[src/rtl/apb_arb.sv]
// ---------------------------------------------------------------------------
// apb_arb -- two-master round-robin arbiter for a single-transfer APB-style
// register bus, with a watchdog that force-completes stuck slave transfers.
//
// Ports:
//   i_clk, i_rst_n           clock, asynchronous active-low reset
//   i_mX_penable/pwrite/...  master X request (held until o_mX_pready seen)
//   o_mX_pready/prdata       master X one-cycle completion pulse and read data
//   o_penable/pwrite/...     registered slave-side request
//   i_pready, i_prdata       slave completion and read data
//   o_grant                  index of the current/last granted master
//   o_timeout                one-cycle pulse alongside a watchdog completion
// ---------------------------------------------------------------------------
module apb_arb #(
    parameter int unsigned TIMEOUT_CYC   = 1024,
    parameter logic [31:0] TIMEOUT_RDATA = 32'hDEAD_BEEF
) (
    input  logic        i_clk,
    input  logic        i_rst_n,
    input  logic        i_m0_penable,
    input  logic        i_m0_pwrite,
    input  logic [31:0] i_m0_paddr,
    input  logic [31:0] i_m0_pwdata,
    output logic        o_m0_pready,
    output logic [31:0] o_m0_prdata,
    input  logic        i_m1_penable,
    input  logic        i_m1_pwrite,
    input  logic [31:0] i_m1_paddr,
    input  logic [31:0] i_m1_pwdata,
    output logic        o_m1_pready,
    output logic [31:0] o_m1_prdata,
    output logic        o_penable,
    output logic        o_pwrite,
    output logic [31:0] o_paddr,
    output logic [31:0] o_pwdata,
    input  logic        i_pready,
    input  logic [31:0] i_prdata,
    output logic        o_grant,
    output logic        o_timeout
);
    // Counter is wide enough to reach TIMEOUT_CYC, never narrower than 16 bits.
    localparam int unsigned WD_NEED = $clog2(TIMEOUT_CYC + 1);
    localparam int unsigned WD_W    = (WD_NEED > 16) ? WD_NEED : 16;
    localparam logic [WD_W-1:0] WD_LAST = (TIMEOUT_CYC == 0) ? '0 : WD_W'(TIMEOUT_CYC - 1);

    typedef enum logic [1:0] {IDLE, XFER, DONE} state_t;

    state_t            state_q, state_d;
    logic              penable_q, penable_d;
    logic              pwrite_q, pwrite_d;
    logic [31:0]       paddr_q, paddr_d;
    logic [31:0]       pwdata_q, pwdata_d;
    logic              grant_q, grant_d;
    logic              last_q, last_d;
    logic [WD_W-1:0]   wd_q, wd_d;
    logic              m0_rdy_q, m0_rdy_d, m1_rdy_q, m1_rdy_d;
    logic [31:0]       m0_rd_q, m0_rd_d, m1_rd_q, m1_rd_d;
    logic              to_q, to_d;
    logic              win;
    logic              wd_fire;
    logic [31:0]       rsp_data;

    // With both requesting, the master that did not win last time goes next.
    assign win      = (i_m0_penable && i_m1_penable) ? ~last_q : i_m1_penable;
    assign wd_fire  = (TIMEOUT_CYC != 0) && (wd_q == WD_LAST);
    // A real slave ready always beats a coinciding watchdog expiry.
    assign rsp_data = i_pready ? i_prdata : TIMEOUT_RDATA;

    always_comb begin
        state_d   = state_q;
        penable_d = penable_q;
        pwrite_d  = pwrite_q;
        paddr_d   = paddr_q;
        pwdata_d  = pwdata_q;
        grant_d   = grant_q;
        last_d    = last_q;
        wd_d      = wd_q;
        m0_rdy_d  = m0_rdy_q;
        m1_rdy_d  = m1_rdy_q;
        m0_rd_d   = m0_rd_q;
        m1_rd_d   = m1_rd_q;
        to_d      = to_q;
        case (state_q)
            IDLE: begin
                if (i_m0_penable || i_m1_penable) begin
                    penable_d = 1'b1;
                    pwrite_d  = win ? i_m1_pwrite : i_m0_pwrite;
                    paddr_d   = win ? i_m1_paddr  : i_m0_paddr;
                    pwdata_d  = win ? i_m1_pwdata : i_m0_pwdata;
                    grant_d   = win;
                    last_d    = win;
                    wd_d      = '0;
                    state_d   = XFER;
                end
            end
            XFER: begin
                if (wd_q != '1) wd_d = wd_q + WD_W'(1);
                if (i_pready || wd_fire) begin
                    penable_d = 1'b0;
                    to_d      = ~i_pready;
                    if (grant_q) begin
                        m1_rdy_d = 1'b1;
                        m1_rd_d  = rsp_data;
                    end else begin
                        m0_rdy_d = 1'b1;
                        m0_rd_d  = rsp_data;
                    end
                    state_d = DONE;
                end
            end
            DONE: begin
                // The completing master's penable is still stale here; ignore both.
                m0_rdy_d = 1'b0;
                m1_rdy_d = 1'b0;
                to_d     = 1'b0;
                state_d  = IDLE;
            end
            default: state_d = IDLE;
        endcase
    end

    always_ff @(posedge i_clk or negedge i_rst_n) begin
        if (!i_rst_n) begin
            state_q   <= IDLE;
            penable_q <= 1'b0;
            pwrite_q  <= 1'b0;
            paddr_q   <= '0;
            pwdata_q  <= '0;
            grant_q   <= 1'b0;
            last_q    <= 1'b1;
            wd_q      <= '0;
            m0_rdy_q  <= 1'b0;
            m1_rdy_q  <= 1'b0;
            m0_rd_q   <= '0;
            m1_rd_q   <= '0;
            to_q      <= 1'b0;
        end else begin
            state_q   <= state_d;
            penable_q <= penable_d;
            pwrite_q  <= pwrite_d;
            paddr_q   <= paddr_d;
            pwdata_q  <= pwdata_d;
            grant_q   <= grant_d;
            last_q    <= last_d;
            wd_q      <= wd_d;
            m0_rdy_q  <= m0_rdy_d;
            m1_rdy_q  <= m1_rdy_d;
            m0_rd_q   <= m0_rd_d;
            m1_rd_q   <= m1_rd_d;
            to_q      <= to_d;
        end
    end

    assign o_penable   = penable_q;
    assign o_pwrite    = pwrite_q;
    assign o_paddr     = paddr_q;
    assign o_pwdata    = pwdata_q;
    assign o_grant     = grant_q;
    assign o_timeout   = to_q;
    assign o_m0_pready = m0_rdy_q;
    assign o_m0_prdata = m0_rd_q;
    assign o_m1_pready = m1_rdy_q;
    assign o_m1_prdata = m1_rd_q;

endmodule

[config.mk]
export PLATFORM = sky130hd
export DESIGN_NAME = apb_arb
export DESIGN_NICKNAME = d
export VERILOG_FILES = /design/src/rtl/apb_arb.sv
export SDC_FILE = /design/constraint.sdc
export NUM_CORES = 1
export LEC_CHECK = 0
export CAP_MARGIN = 20
export CELL_PAD_IN_SITES_DETAIL_PLACEMENT = 1
export CELL_PAD_IN_SITES_GLOBAL_PLACEMENT = 2
export CORE_MARGIN = 10
export CORE_UTILIZATION = 27
export CTS_CLUSTER_SIZE = 8
export DETAILED_ROUTE_END_ITERATION = 16
export PLACE_DENSITY_LB_ADDON = 0.1
export SLEW_MARGIN = 20
export SYNTH_ARGS = -nofsm -noshare
export SYNTH_HDL_FRONTEND = slang
export SYNTH_SLANG_ARGS = --single-unit
[constraint.sdc]
create_clock -name i_clk -period 3.6 [get_ports i_clk]
set_input_delay 0.9 -clock i_clk [delete_from_list [all_inputs] [get_ports i_clk]]
set_output_delay 0.9 -clock i_clk [all_outputs]
set_load 0.05 [all_outputs]
==> impl_metrics.csv, run 1 <==
group,metric,value,unit
run_status,outcome,"complete, no violations",
yosys,synth_top_family_by_area,"compound AO/OA/AOI/OAI gates",
setup_path,cp_num_buf_inv,1,
yosys,syn_area,6740,um^2
grt,grt-ovfl-total,0,
setup_path,crit_type,"reg2out",
yosys,synthDistinctLibCells,56,
sta,slew_headroom,0.450,
yosys,synthFlopType,"dfrtp_1",
sta,finalSetupViolCount,0,
setup_path,max_stage_delay,0.88,ns
yosys,synth_area_per_cell,11.6,um^2
yosys,ys_seq_area_frac,0.568,
sta,rsz0062_at_grt,"false",
layout,drive_gt1_frac,0.0940,
layout,nNetsFinal,1053,
setup_path,cp_cell_sequence,"clkdlybuf4s50_1",
grt,grt.total_usage,0.159,
power,peakVddDrop,0.000493,V
setup_path,path_depth,1,
place,hpwl,20200,um
detailed_routing,wl_per_cell,21.4,um
layout,fillers,2637,
floorplan,die_h,178,um
setup_path,r2r_cells,5,
min_path,hp-class,"in2async",
detailed_routing,first_pass_iters,4,
clock_tree,cts_tree,"built",
floorplan,coreArea,24500,um^2
layout,area_growth_syn_to_layout,61.0,%
run,maxCapViolCount,0,
power,power_density,1020,nW/um^2
sta,finalHoldViolCount,0,
floorplan,dieArea,31700,um^2
sta,post-route-period-util,0.759,
grt,grt_max_degree,74,
grt,grt_first_pass_wirelength,38900,um
setup_path,end_kind,"output pin",
sta,drv_slew,0,
power,comb_power_share,0.558,
power,switchingPower,5300,uW
yosys,synth-xor-area-share,0,
setup_path,crit_required,2.70,ns
sta,fin_tns_setup,0,ns
clock_tree,clock_latency,0.42,ns
place,gp_congestion,0.738,
clock_tree,ctsHoldBuffers,0,
detailed_routing,detail-route-antenna-nets,0,
yosys,yosys_warnings,0,
detailed_routing,drt_wl_total,26100,um
clock_tree,post_cts_resized,0,
detailed_routing,vias,5836,
setup_path,crit_family,"buffers and inverters",
power,pwr-share-seq,0.263,
detailed_routing,post_drt_via_cell_ratio,4.78,
sta,fin_skew,0.0128,ns
yosys,synth_simple_gate_area_share,0.0901,
setup_path,startpoint_type,"register",
clock_tree,post_cts_buffers,0,
sta,finalCriticalPeriod,2.73,ns
grt,antenna_found_initial,3,
power,switching_share,0.478,
grt,grt_pass1_vias,6552,
sta,fmax,366,MHz
floorplan,placementRows,57,
place,dp_slack,0.621,ns
floorplan,ios,301,
detailed_routing,dr.first_iter.drc_count,225,
yosys,syn_inst,583,
clock_tree,cts-buffers-inserted,17,
sta,worst_slack,0.868,ns
detailed_routing,drcViolationCount,0,
setup_path,cp_max_fo,8,
yosys,synthArstFlopShare,1.00,
floorplan,die_w,178,um
yosys,synthMuxAreaShare,0.108,
power,leakage,0.00449,uW
clock_tree,clock-sinks,153,
setup_path,crit_arrival,1.83,ns
power,p_clk_frac,0.180,
power,p_int,5790,uW
sta,tightest_slew,0.818,ns
yosys,synth-edff-count,0,
yosys,synth_compound_area_frac,0.193,
clock_tree,htreeDepth,4,
setup_path,cp_slowest_cell,"clkdlybuf4s50_1",
power,power,11100,uW
clock_tree,cts_root_buf,"clkbuf_16",
yosys,syn_nets,755,
yosys,yosys.area_share.adder,0.00929,
clock_tree,clk_pin_slew_worst_paths,0.07,ns
place,portBuffers,300,
clock_tree,ctsLongestPathBuffers,2,
yosys,ys_ff_latch,153,
floorplan,initial_utilization,0.275,
## area by class of cell
cell class	instances	area (um^2)	area share
multi-input combinational	383	2720	0.251
tap	324	405	0.0374
antenna	3	7.51	0.000692
timing repair buffer	318	3200	0.295
clock buffer	17	425	0.0392
inverter	8	30.0	0.00277
sequential	153	3830	0.353
clock inverter	15	230	0.0212
## worst register-to-register path, delay by kind of cell, from the launching register on
family,cells,cell delay (ns)
compound gates,1,0.46
mux,1,0.39
simple gates,2,0.84
fa+ha+maj,1,0.23
flops,1,0.44
## per-layer routing
| metal | part of all wire | wire length [um] | GRT usage |
|---|---|---|---|
| met3 | 0.075 | 1960 | 0.0524 |
| met2 | 0.53 | 13700 | 0.286 |
| met4 | 0.0094 | 246 | 0.0438 |
| met1 | 0.39 | 10200 | 0.175 |
| met5 | 0 | 0 | 0 |
## registers in the layout, indices dropped and copies added, names as in the netlist
signal / cells
o_pwdata: 32
wd_q: 16
o_m1_pready: 1
last_q: 1
state_q: 2
o_grant: 1
o_m0_prdata: 32
o_penable: 1
o_paddr: 32
o_m1_prdata: 32
o_m0_pready: 1
o_pwrite: 1
o_timeout: 1
## cell usage in the layout, fill, tap and decap left out, types with 5 or more instances in the layout
cell type,instances
clkdlybuf4s50_1,299
dfrtp_1,152
nand2_1,77
o21ai_0,70
mux2i_1,67
o22a_1,49
a22o_1,18
clkbuf_16,17
buf_4,13
nand4_1,9
nand3_1,8
inv_1,7
nor2_1,6
a21oi_1,6
o22a_2,5
mux2_2,5
ha_1,5
buf_12,5
## worst paths after layout
check | startpoint | endpoint | slack, ns
max in group asynchronous | i_rst_n | o_paddr[27] | 2.26
worst min-delay path | i_rst_n | o_m0_prdata[7] | 0.48
worst max register to register | wd_q[0] | wd_q[0] | 1.14
worst min register to register | o_paddr[21] | o_paddr[21] | 0.48
min in group i_clk | o_paddr[21] | o_paddr[21] | 0.48
worst max-delay path | o_grant | o_grant | 0.87
## cells by family after synthesis
| logic type | after synthesis |
|---|---|
| simple gates | 125 |
| buf+inv | 47 |
| flops | 153 |
| compound gates | 181 |
| mux | 72 |
| fa+ha+maj | 5 |
## stage by stage
stage / util / hold WS (ns) / instance area (um^2) / instances
2_1_floorplan: - / 0.486 / 6740 / 583
3_3_place_gp: 0.416 / 0.463 / 10200 / 1186
3_5_place_dp: 0.416 / 0.470 / 10200 / 1186
4_1_cts: 0.443 / 0.485 / 10800 / 1218
5_1_grt: 0.444 / 0.508 / 10900 / 1221
6_report: 0.444 / 0.478 / 10900 / 1221
## power by group through the flow
stage | clock network, uW | logic (uW) | registers (uW)
3_3_place_gp | 0 | 6180 | 2900
6_report | 1990 | 6190 | 2910
4_1_cts | 2060 | 6280 | 2920
2_1_floorplan | 0 | 1420 | 5390
5_1_grt | 2140 | 6540 | 3020
3_5_place_dp | 0 | 6270 | 2950
## cell usage after synthesis (2+ instances only)
cell type	number	area share
a211oi_1	4	0.0045
a21bo_2	3	0.0045
a21o_1	2	0.0022
a21o_2	2	0.0026
a21oi_1	6	0.0045
a22o_1	18	0.023
a22o_2	4	0.0059
a31oi_1	2	0.0019
and2_1	2	0.0019
and3_1	2	0.0019
and4_1	4	0.0052
buf_1	4	0.0022
buf_2	6	0.0045
buf_4	5	0.0056
clkbuf_1	23	0.013
dfrtp_1	152	0.56
ha_1	5	0.0093
inv_1	7	0.0039
mux2_2	5	0.0084
mux2i_1	67	0.10
nand2_1	77	0.043
nand3_1	8	0.0059
nand4_1	9	0.0084
nor2_1	6	0.0033
nor2b_1	2	0.0019
nor3_1	2	0.0015
nor4_1	4	0.0037
o21ai_0	70	0.052
o21ai_1	2	0.0015
o22a_1	49	0.064
o22a_2	5	0.0074
o31ai_1	2	0.0022
Power figures use the tool's default switching activity.
==> run 2, diff against run 1 <==
--- a/config.mk
+++ b/config.mk
@@ -9,7 +9,7 @@
 export CELL_PAD_IN_SITES_DETAIL_PLACEMENT = 1
 export CELL_PAD_IN_SITES_GLOBAL_PLACEMENT = 2
 export CORE_MARGIN = 10
-export CORE_UTILIZATION = 27
+export CORE_UTILIZATION = 25
 export CTS_CLUSTER_SIZE = 8
 export DETAILED_ROUTE_END_ITERATION = 16
 export PLACE_DENSITY_LB_ADDON = 0.1
==> constraint.sdc (replaced) <==
create_clock -name i_clk -period 2.7 [get_ports i_clk]
set_input_delay 0.675 -clock i_clk [delete_from_list [all_inputs] [get_ports i_clk]]
set_output_delay 0.675 -clock i_clk [all_outputs]
set_load 0.05 [all_outputs]
==> impl_metrics.csv, run 2 (synthesis results as in run 1) <==
group,metric,value,unit
layout,seq_area,3830,um^2
setup_path,cp_slowest_cell,"clkdlybuf4s50_1",
floorplan,initial_utilization,0.252,
detailed_routing,wl_per_cell,20.4,um
place,hpwl,19700,um
place,dp_slack,0.170,ns
detailed_routing,vias,5877,
layout,diodes,0,
sta,rsz0062_at_grt,"false",
grt,grt_first_pass_wirelength,38500,um
clock_tree,cts-buffers-inserted,17,
sta,finalHoldViolCount,0,
power,switchingPower,7090,uW
sta,hold_ws,0.223,ns
sta,fmax,427,MHz
power,power_density,1340,nW/um^2
setup_path,cp_max_fo,3,
clock_tree,clk_pin_slew_worst_paths,0.07,ns
run_status,outcome,"complete, no violations",
run,maxCapViolCount,0,
setup_path,crit_required,2.03,ns
grt,grt.total_usage,0.146,
floorplan,coreArea,26700,um^2
place,portBuffers,300,
power,p_clk_frac,0.165,
grt,grt_max_degree,87,
setup_path,cp_cell_sequence,"clkdlybuf4s50_1",
power,comb_power_share,0.567,
detailed_routing,drt_wl_total,25400,um
setup_path,crit_type,"reg2out",
sta,finalCriticalPeriod,2.34,ns
sta,post-route-period-util,0.868,
clock_tree,ctsLongestPathBuffers,2,
layout,area_growth_syn_to_layout,61.5,%
setup_path,startpoint_type,"register",
clock_tree,cts_tree,"built",
detailed_routing,drcViolationCount,0,
floorplan,die_w,184,um
layout,layout_commonest_cell,"clkdlybuf4s50_1",
layout,final_cell_mix,"clkdlybuf4s50_1, dfrtp_1, nand2_1, o21ai_0, mux2i_1",
grt,grt-ovfl-total,0,
place,gp_congestion,0.781,
detailed_routing,detail-route-antenna-nets,0,
clock_tree,htreeDepth,4,
clock_tree,clock_latency,0.43,ns
power,p_int,7470,uW
detailed_routing,post_drt_via_cell_ratio,4.73,
detailed_routing,first_pass_iters,4,
clock_tree,post_cts_resized,0,
clock_tree,clock-sinks,153,
layout,final_cell_area,10900,um^2
sta,fin_skew,0.0136,ns
floorplan,die_h,184,um
layout,drive_gt1_frac,0.101,
setup_path,max_stage_delay,0.86,ns
setup_path,crit_family,"buffers and inverters",
sta,tightest_slew,0.605,ns
layout,fillers,2889,
layout,nNetsFinal,1060,
setup_path,crit_arrival,1.67,ns
sta,worst_slack,0.356,ns
sta,slew_headroom,0.596,
grt,grt_pass1_vias,6551,
power,pwr-share-seq,0.268,
floorplan,dieArea,33900,um^2
detailed_routing,dr.first_iter.drc_count,195,
setup_path,end_kind,"output pin",
power,switching_share,0.487,
floorplan,ios,301,
layout,multi_input_area,2720,um^2
floorplan,placementRows,60,
sta,drv_slew,0,
place,place_area,10300,um^2
clock_tree,ctsHoldBuffers,0,
setup_path,cp_num_buf_inv,1,
clock_tree,cts_root_buf,"clkbuf_16",
grt,antenna_found_initial,1,
sta,fin_tns_setup,0,ns
clock_tree,post_cts_buffers,0,
power,peakVddDrop,0.000547,V
sta,finalSetupViolCount,0,
layout,fin_util,0.407,
power,leakage,0.00449,uW
min_path,hp-class,"in2async",
[run 2: cell types whose count changed in the layout (fill, tap and decap cells not counted), sizes merged]
cell	delta
diode	-3
buf	+7
clkinvlp	+3
bufinv	-3
[run 2: power groups by stage]
stage	Sequential [uW]	Combinational, uW	Clock (uW)
6_report	3900	8260	2400
5_1_grt	4040	8770	2560
4_1_cts	3920	8390	2480
3_5_place_dp	3940	8380	0
3_3_place_gp	3890	8280	0
2_1_floorplan	7180	1900	0
[run 2: final cells by class]
type / count / area share
clock inverter: 15 / 0.0145
timing repair buffer: 325 / 0.303
inverter: 8 / 0.00276
multi-input combinational: 383 / 0.250
tap: 341 / 0.0392
clock buffer: 17 / 0.0391
sequential: 153 / 0.352
[run 2: final timing paths]
check | from | endpoint | slack (ns) | cells past startpoint
max in group asynchronous | i_rst_n | o_pwdata[4] | 1.67 | 2
hold reg to reg | o_pwdata[20] | o_pwdata[20] | 0.48 | 2
hold / removal | i_rst_n | wd_q[10] | 0.22 | 1
setup / recovery | o_timeout | o_timeout | 0.36 | 1
setup reg to reg | wd_q[8] | wd_q[0] | 0.41 | 4
min in group i_clk | o_pwdata[20] | o_pwdata[20] | 0.48 | 2
[run 2: per-stage QoR]
stage          total power, uW  cells
6_report                 14600   1242
2_1_floorplan             9080    583
3_3_place_gp             12200   1210
3_5_place_dp             12300   1210
5_1_grt                  15400   1242
4_1_cts                  14800   1242
[run 2: per-layer routing]
layer,vias up,share of wire,track usage
li1,2757,-,-
met1,2890,0.39,0.158
met2,212,0.48,0.242
met3,18,0.12,0.0811
met4,0,0.0095,0.0374
met5,-,0,0
